**config.mk**
```make
export PLATFORM = sky130hd
export DESIGN_NAME = hs32_wbuf
export DESIGN_NICKNAME = d
export VERILOG_FILES = /design/src/rtl/hs32_wbuf.sv
export SDC_FILE = /design/constraint.sdc
export NUM_CORES = 1
export LEC_CHECK = 0
export BUFFER_PORTS_ARGS = -buffer_cell sky130_fd_sc_hd__buf_2
export CAP_MARGIN = 20
export CORE_MARGIN = 2
export CORE_UTILIZATION = 60
export CTS_CLUSTER_SIZE = 30
export DETAILED_ROUTE_END_ITERATION = 7
export PLACE_DENSITY = 0.82
export SLEW_MARGIN = 20
export SYNTH_ARGS = -nofsm -noshare
export SYNTH_HDL_FRONTEND = slang
export SYNTH_SLANG_ARGS = --single-unit
```
**constraint.sdc**
```tcl
create_clock -name clk -period 9.1 [get_ports clk]
set_clock_uncertainty 0.15 [all_clocks]
set_input_delay 2.73 -clock clk [delete_from_list [all_inputs] [get_ports clk]]
set_output_delay 2.73 -clock clk [all_outputs]
set_load 0.1 [all_outputs]
```
**src/rtl/hs32_wbuf.sv**
```systemverilog
// hs32_wbuf: posted write buffer between the hs32_cpu memory port and ext_sram.
// Optional read forwarding from the FIFO is enabled by defining WBUF_FWD_EN.
module hs32_wbuf #(
  parameter int DEPTH = 4
) (
  input  logic        clk,
  input  logic        reset,
  input  logic        cpu_valid,
  input  logic        cpu_rw,
  input  logic [31:0] cpu_addr,
  input  logic [31:0] cpu_dtw,
  output logic [31:0] cpu_dtr,
  output logic        cpu_ready,
  output logic        mem_valid,
  output logic        mem_rw,
  output logic [31:0] mem_addr,
  output logic [31:0] mem_dtw,
  input  logic [31:0] mem_dtr,
  input  logic        mem_ready,
  output logic        wb_empty
);
  localparam int PW = $clog2(DEPTH);
  localparam logic [PW:0] CNT_FULL = (PW+1)'(DEPTH);

  typedef struct packed {
    logic [31:0] addr;
    logic [31:0] data;
  } wb_entry_t;

  typedef enum logic [1:0] {C_IDLE, C_ACK, C_RDWAIT} c_state_t;
  typedef enum logic [1:0] {M_IDLE, M_WRITE, M_READ} m_state_t;

  c_state_t    c_state, c_next;
  m_state_t    m_state, m_next;
  wb_entry_t   fifo_q [DEPTH];
  logic [PW-1:0] wr_ptr, rd_ptr;
  logic [PW:0] count;
  logic        push, pop;
  logic        fwd_hit;
  logic [31:0] fwd_data;
  logic        cpu_ready_d;
  logic [31:0] cpu_dtr_d;
  logic        mem_valid_d, mem_rw_d;
  logic [31:0] mem_addr_d, mem_dtw_d;

`ifdef WBUF_FWD_EN
  // Walk oldest to newest so the last match is the youngest write to that address.
  always_comb begin
    fwd_hit  = 1'b0;
    fwd_data = '0;
    for (int k = 0; k < DEPTH; k++) begin
      if ((PW+1)'(k) < count && fifo_q[rd_ptr + PW'(k)].addr == cpu_addr) begin
        fwd_hit  = 1'b1;
        fwd_data = fifo_q[rd_ptr + PW'(k)].data;
      end
    end
  end
`else
  assign fwd_hit  = 1'b0;
  assign fwd_data = '0;
`endif

  // CPU side. cpu_ready is registered; the !cpu_ready guard keeps a request
  // still held during its own completion cycle from being accepted twice.
  always_comb begin
    c_next      = c_state;
    push        = 1'b0;
    cpu_ready_d = 1'b0;
    cpu_dtr_d   = cpu_dtr;
    case (c_state)
      C_IDLE: if (cpu_valid && !cpu_ready) begin
        if (cpu_rw) begin
          if (count != CNT_FULL) begin
            push        = 1'b1;
            cpu_ready_d = 1'b1;
            c_next      = C_ACK;
          end
        end else if (fwd_hit) begin
          cpu_dtr_d   = fwd_data;
          cpu_ready_d = 1'b1;
          c_next      = C_ACK;
        end else begin
          c_next = C_RDWAIT;
        end
      end
      C_ACK: c_next = C_IDLE;
      C_RDWAIT: if (m_state == M_READ && mem_ready) begin
        cpu_dtr_d   = mem_dtr;
        cpu_ready_d = 1'b1;
        c_next      = C_IDLE;
      end
      default: c_next = C_IDLE;
    endcase
  end

  // Mem side: queued writes always go before the stalled read.
  always_comb begin
    m_next      = m_state;
    pop         = 1'b0;
    mem_valid_d = mem_valid;
    mem_rw_d    = mem_rw;
    mem_addr_d  = mem_addr;
    mem_dtw_d   = mem_dtw;
    case (m_state)
      M_IDLE: if (count != '0) begin
        mem_valid_d = 1'b1;
        mem_rw_d    = 1'b1;
        mem_addr_d  = fifo_q[rd_ptr].addr;
        mem_dtw_d   = fifo_q[rd_ptr].data;
        m_next      = M_WRITE;
      end else if (c_state == C_RDWAIT) begin
        mem_valid_d = 1'b1;
        mem_rw_d    = 1'b0;
        mem_addr_d  = cpu_addr;
        m_next      = M_READ;
      end
      M_WRITE: if (mem_ready) begin
        pop         = 1'b1;
        mem_valid_d = 1'b0;
        m_next      = M_IDLE;
      end
      M_READ: if (mem_ready) begin
        mem_valid_d = 1'b0;
        m_next      = M_IDLE;
      end
      default: m_next = M_IDLE;
    endcase
  end

  always_ff @(posedge clk or posedge reset) begin
    if (reset) begin
      c_state   <= C_IDLE;
      m_state   <= M_IDLE;
      wr_ptr    <= '0;
      rd_ptr    <= '0;
      count     <= '0;
      cpu_ready <= 1'b0;
      cpu_dtr   <= '0;
      mem_valid <= 1'b0;
      mem_rw    <= 1'b0;
      mem_addr  <= '0;
      mem_dtw   <= '0;
    end else begin
      c_state   <= c_next;
      m_state   <= m_next;
      if (push) wr_ptr <= wr_ptr + 1'b1;
      if (pop)  rd_ptr <= rd_ptr + 1'b1;
      count     <= count + (PW+1)'(push) - (PW+1)'(pop);
      cpu_ready <= cpu_ready_d;
      cpu_dtr   <= cpu_dtr_d;
      mem_valid <= mem_valid_d;
      mem_rw    <= mem_rw_d;
      mem_addr  <= mem_addr_d;
      mem_dtw   <= mem_dtw_d;
    end
  end

  always_ff @(posedge clk) begin
    if (push) fifo_q[wr_ptr] <= '{addr: cpu_addr, data: cpu_dtw};
  end

  assign wb_empty = (count == '0) && (m_state != M_WRITE);

endmodule

```
### Word-level counts from Yosys, hierarchy flattened

Memory sizes are Yosys's and may differ from the RTL's.
Cells that the tools add are included.

* register bits after elaboration: 110
* memory bits (writable): 256
* input bits: 101
* logic and storage cells: 70
* memories: 1

Memories
* fifo_q: depth 4, width 64, rd ports 1, clocked after Yosys merged registers in 0, write ports 1, RTL line 35 `wb_entry_t fifo_q [DEPTH];`

* $add $sub $neg: 4
* equal/unequal tests: 10
* multiplexer cells: 27
* reduce and logical (&&, ||, !) cells: 17

Operators with widths (number)
* 32-bit 2-to-1 mux: 2
* 1-bit 2-to-1 mux: 14
* 2-bit 2-to-1 mux: 7
* 3-bit inequality test (second input constant): 3
* 2-bit one-hot mux with 2 select lines: 2
* 2-bit AND reduction: 4
* 3-bit AND reduction: 2
* 2-bit by 1-bit adder with 2-bit output (second input constant): 2
* 2-bit == test (second input constant): 2
* 2-bit zero test: 2
* 2-bit by 1-bit inequality test with 1-bit output (second input constant): 2
* 2-bit inequality test (second input constant): 2
* 1-bit one-hot mux with 2 select lines: 2
* 2-bit nonzero test: 2
* 3-bit by 1-bit adder with 3-bit output: 1
* 1-bit logical AND: 3
* 3-bit zero test: 1
* 3-bit nonzero test: 1
* 3-bit by 1-bit subtractor with 3-bit output: 1
* 2-bit by 1-bit == test with 1-bit output (second input constant): 1
* 2-bit OR reduction: 1
* 1-bit zero test: 1

### Logic depth before layout (Yosys ltp)

Gate-level depths: netlist (run 1).

* depth after elaboration: 7
* gate-level depth with buffers: 10

### Least setup slack after synthesis (run 1)

OpenSTA, ideal clock, no wires.

* kind: input -> register
* start point: input cpu_valid
* end point: memory fifo_q[0][0] (netlist name), enable pin
* setup time: 0.429 ns
* arrival time: 4.840 ns
* data required time: 8.521 ns
* slack: 3.681 ns
* stages on the path: 4
* path buffers: 0
* cells stage by stage: nor4b_1 -> nand3_1 -> inv_2 -> and2_1

* longest elaborated chain between the ends: 5

Ends and longest elaborated chain
* start: declaration: RTL line 8 `input logic cpu_valid,`
* 1-bit logical AND: RTL line 71 `C_IDLE: if (cpu_valid && !cpu_ready) begin`
* 1-bit 2-to-1 mux
* 1-bit 2-to-1 mux: RTL line 70 `case (c_state)`
* 1-bit 2-to-1 mux: RTL line 159 `if (push) fifo_q[wr_ptr] <= '{addr: cpu_addr, data: cpu_dtw};`
* 1-bit 2-to-1 mux (implied by the code): RTL line 159
* end: declaration: RTL line 35

No other way between the ends.

### Final worst setup path (run 1)

* start point: register count[1]
* end point: output wb_empty

* longest elaborated chain between the ends: 2

Ends and longest elaborated chain
* start: declaration: RTL line 37 `logic [PW:0] count;`
* start signal: assignment: RTL line 148 `count <= count + (PW+1)'(push) - (PW+1)'(pop);`
* 3-bit zero test: RTL line 162 `assign wb_empty = (count == '0) && (m_state != M_WRITE);`
* 1-bit logical AND: RTL line 162
* end: declaration: RTL line 20 `output logic wb_empty`

No other way between the ends.

==> results.cfg, run 1 <==
[routing]
first_pass_iters = 5
drcViolationCount = 0
route.antenna.remaining_nets = 0
vias_per_cell = 5.892
route.detailed.wl_per_inst_um = 22.78
routed_wl_um = 28060
num_vias = 7259
dr.first_iter.drc_count = 611

[sta]
drv_slew = 0
hold_viol = 0
rsz0062_at_grt = no
finalSetupViolations = 0
fmax_ghz = 0.1951
worstMarginPinSlew_ns = 1.011
relSlewSlack = 0.3257
fin_crit_ns = 5.125
fin_crit_sh = 0.5632
finalWorstSetupSlack_ns = 3.975
finalSetupTns_ns = 0

[worst_hold_path]
hp-class = reg2reg
whs_path_depth = 1
hold_start = mem_dtw[8]

[synthesis]
ys_seq_area_frac = 0.7482
synth_cells = 707
synth_area_per_cell_um2 = 19.74
ys_ff_latch = 366
syn_area_mm2 = 0.01395
ys_types = 39
synth_fp_nets = 819
synth-warning-count = 0

[placed_design]
dp_worst_setup_slack_ns = 4.139
io_buffers = 200
place_hpwl_um = 16190
gp_congestion = 0.7797

[clocking]
clk_latency_ns = 0.52
cts_tree = done
cts_root_buffer = clkbuf_16
cts_setup_buffers = 0
path_clk_slew_ns = 0.06
cts_hold_buf = 0
cts-htree-levels = 2
clock_sinks = 366
clock_path_buffers = 3
numCtsBuffers = 36
cts_resized = 0

[layout]
n_fill_cell = 1326
area_growth_pct = 17.43
drive_gt1_frac = 0.4384
final_nets = 1026

[setup_path]
path_cells = or3_1, buf_4, nor2_1, buf_2
r2r-end = mem_addr[13]
max_stage_delay_ns = 0.48
rrSetupSlack_ns = 6.27
worstPathArrival_ns = 2.25
worstPathRequired_ns = 6.22
path_class = reg2out
crit_start = count[1]
worstReg2RegStart = rd_ptr[0]
reg2reg_depth = 4
crit_path_max_fanout = 36
cp_slowest_cell = dfrtp_1
endpoint_kind = output pin
endpoint = wb_empty
startpoint_type = register

[global_route]
grt.overflow.total = 0
grt_max_degree = 67
antenna_found_initial = 8
grt_pass1_wl_um = 43360
grtUsageTotal = 0.2358
grt_pass1_vias = 7669

[die]
ios = 201
rows = 55
coreArea_mm2 = 0.02271
die_w_um = 156.5
start_util = 0.6144
fp.dieH_um = 156.5
die_area_mm2 = 0.02449

[run]
drv_cap = 0

[status]
status = finished clean
## how the worst min path moves through the flow
stage | to | slack, ns
floorplan | count[2] | 0.34
global placement | mem_dtw[19] | 0.33
detailed placement | mem_dtw[18] | 0.34
CTS | mem_dtw[18] | 0.35
global route | mem_dtw[18] | 0.37
finish | mem_dtw[8] | 0.35
## final cells by class
type | count | area (µm²) | share of cell area
Timing Repair Buffer | 206 | 1046 | 0.06384
Clock inverter | 23 | 200.2 | 0.01222
Sequential cell | 366 | 10450 | 0.6376
Multi-Input combinational cell | 275 | 3243 | 0.1979
Clock buffer | 43 | 968.4 | 0.05910
Inverter | 29 | 111.4 | 0.006796
Antenna cell | 5 | 12.51 | 0.0007636
Tap cell | 285 | 356.6 | 0.02176
## per-stage QoR
| stage | util | area, µm² | cells | hold slack (ns) |
|---|---|---|---|---|
| after floorplan | - | 13950 | 707 | 0.3427 |
| after global placement | 0.6695 | 15200 | 1161 | 0.3321 |
| after detailed placement | 0.6695 | 15200 | 1161 | 0.3400 |
| after CTS | 0.7210 | 16370 | 1227 | 0.3530 |
| after global routing | 0.7213 | 16380 | 1230 | 0.3670 |
| final | 0.7215 | 16390 | 1232 | 0.3488 |
## worst max-delay path: cells and delay by family (launching register included)
family        cells  cell delay, ns
simple gates      2            0.54
buf+inv           2            0.71
flops             1            0.48
## state kept, by name, summed over array words and instances, names as in the netlist
name / count
cpu_ready: 1
mem_rw: 1
rd_ptr: 2
mem_dtw: 32
m_state: 2
count: 3
wr_ptr: 2
fifo_q: 256
mem_valid: 1
c_state: 2
mem_addr: 32
cpu_dtr: 32
## Yosys cell counts, drive strengths merged
cell / number / area share
nand3: 2 / 0.00072
clkbuf: 10 / 0.0028
xnor2: 4 / 0.0025
nand2b: 2 / 0.00090
or3: 1 / 0.00045
nor4: 17 / 0.0076
dfrtp: 110 / 0.20
or3b: 1 / 0.00063
a21oi: 3 / 0.0011
and2: 5 / 0.0022
mux2: 65 / 0.052
a211oi: 17 / 0.0091
nand2: 6 / 0.0016
o311ai: 1 / 0.00063
or4: 15 / 0.0081
fa: 1 / 0.0014
buf: 27 / 0.011
ha: 10 / 0.0090
nand4: 1 / 0.00045
edfxtp: 256 / 0.55
nor2b: 1 / 0.00045
nor4b: 1 / 0.00063
o211a: 15 / 0.011
o21ai: 5 / 0.0021
nor2: 18 / 0.0048
o31ai: 1 / 0.00054
nor3: 2 / 0.00072
inv: 29 / 0.0078
mux4: 64 / 0.10
xor2: 1 / 0.00063
a32o: 1 / 0.00072
or2: 15 / 0.0067
## kinds of logic after synthesis
| group | after synthesis | share of synthesized area |
|---|---|---|
| flip-flops | 366 | 0.7482 |
| multiplexers | 129 | 0.1558 |
| AND/OR/NAND/NOR | 87 | 0.03605 |
| buffers and inverters | 66 | 0.02152 |
| AO/OA/AOI/OAI | 43 | 0.02493 |
| adder cells (fa/ha/maj) | 11 | 0.01040 |
| XOR/XNOR | 5 | 0.003138 |
## per-layer routing
metal,vias to the layer above,GRT usage,wire (µm)
met5,-,0,34
met4,6,0.06946,525
met3,46,0.05400,1913
met2,268,0.3845,14400
met1,3732,0.3247,11180
li1,3207,-,-
## cell usage in the layout (no fill, tap or decap), types with 5 or more instances in the layout
cell type  instances
clkinv_1           6
mux2_2            65
o211a_1           15
nor2_1            18
or2_2             10
or4_1             15
inv_1             27
nand2_1            6
edfxtp_1         256
buf_2            200
dfrtp_1          108
buf_4              6
clkbuf_16         37
ha_1              10
or2_1              5
a211oi_1          17
nor4_1            17
clkinv_2           8
diode_2            5
mux4_2            64
Power of run 1 is not shown: default switching activity piles up to over one toggle a cycle in this logic, so the estimate is an artifact.
==> inputs of run 2 (changes only) <==
CORE_UTILIZATION = 51   (was 60)
PLACE_DENSITY = 0.74   (was 0.82)
clock period = 4.48 ns   (was 9.1 ns; I/O delays follow)
==> run 2 against run 1 <==
- first-iteration DRC count is 11% lower
- sequential share of layout area is 0.85 points lower
- cell area is 1.3% higher
- register-to-register slack worse by 4.3 ns
- global-route usage is 3.9 points lower
- routed wire length is 0.70% lower
==> results.cfg, run 2 (synthesis results as in run 1) <==
[sta]
fin_crit_ns = 3.464
rsz0062_at_grt = no
hold_viol = 0
fin_crit_sh = 0.7731
finalSetupTns_ns = 0
finalSetupViolations = 0
fmax_ghz = 0.2887
worstMarginPinSlew_ns = 0.9862
drv_slew = 0
relSlewSlack = 0.3425

[setup_path]
worstPathArrival_ns = 1.97
crit_path_max_fanout = 6
startpoint_type = register
path_class = reg2out
worstPathRequired_ns = 2.99
endpoint_kind = output pin

[worst_hold_path]
hp-class = reg2reg

[die]
ios = 201
die_w_um = 169.4
rows = 60
fp.dieH_um = 169.4
die_area_mm2 = 0.02870
start_util = 0.5192
coreArea_mm2 = 0.02688

[clocking]
clk_latency_ns = 0.53
clock_path_buffers = 3
cts_root_buffer = clkbuf_16
cts-htree-levels = 2
path_clk_slew_ns = 0.06
numCtsBuffers = 38
clock_sinks = 366
cts_resized = 0
cts_hold_buf = 0
cts_setup_buffers = 0
cts_tree = done

[routing]
route.detailed.wl_per_inst_um = 21.52
route.antenna.remaining_nets = 0
vias_per_cell = 5.606
drcViolationCount = 0
routed_wl_um = 27870
first_pass_iters = 5
dr.first_iter.drc_count = 543
num_vias = 7260

[global_route]
grtUsageTotal = 0.1972
grt.overflow.total = 0
grt_pass1_vias = 7576
antenna_found_initial = 2
grt_pass1_wl_um = 43300
grt_max_degree = 69

[status]
status = finished clean

[layout]
drive_gt1_frac = 0.4386
largest_reg_flops = 256
regMostFlops = fifo_q
area_growth_pct = 19.01
final_nets = 1035
layout_commonest_cell = edfxtp_1
layout_common_cells = 256 x edfxtp_1, 200 x buf_2, 108 x dfrtp_1, 65 x mux2_2, 64 x mux4_2

[placed_design]
place_hpwl_um = 17150
io_buffers = 200
gp_congestion = 0.7480

[run]
drv_cap = 0
==> run 2: worst max-delay path, stage by stage, from the launching register on <==
cell and delay, ns:
dfrtp_1 0.48, or3_1 0.42, nor2_1 0.10, buf_2 0.44
==> run 2: through the flow <==
step           setup WS [ns]  std cells  hold slack (ns)  utilization  area (µm²)
6_report               1.016       1295           0.3464       0.6179       16610
3_5_place_dp          0.9833       1224           0.3365       0.5731       15400
2_1_floorplan        0.08370        707           0.3427            -       13950
4_1_cts                1.002       1294           0.3500       0.6178       16600
5_1_grt               0.9199       1295           0.3651       0.6179       16610
3_3_place_gp           1.026       1224           0.3333       0.5731       15400
==> run 2: area by class of cell <==
type,instances,area (µm²)
antenna,1,2.502
clock buffer,57,1072
multi-input combinational,275,3243
sequential,366,10450
tap,341,426.7
timing repair buffer,213,1174
fill,1933,10270
clock inverter,13,128.9
inverter,29,111.4
==> run 2: per-layer routing <==
metal | vias up | track usage | wire length (µm)
met5 | - | 0 | 13
met4 | 2 | 0.07061 | 692
met3 | 47 | 0.03102 | 1302
met2 | 200 | 0.3267 | 14470
met1 | 3777 | 0.2693 | 11390
li1 | 3234 | - | -
==> run 2: worst paths after layout <==
path,from,end,slack [ns],cells past startpoint
worst max register to register,count[1],count[2],1.93,9
worst min-delay path,mem_dtw[29],mem_dtw[29],0.35,1
worst max-delay path,count[1],wb_empty,1.02,3
min in group asynchronous,reset,mem_addr[11],0.75,2
max in group asynchronous,reset,rd_ptr[1],2.63,3
worst min register to register,mem_dtw[29],mem_dtw[29],0.35,1
Power of run 2 is left out for the same reason.
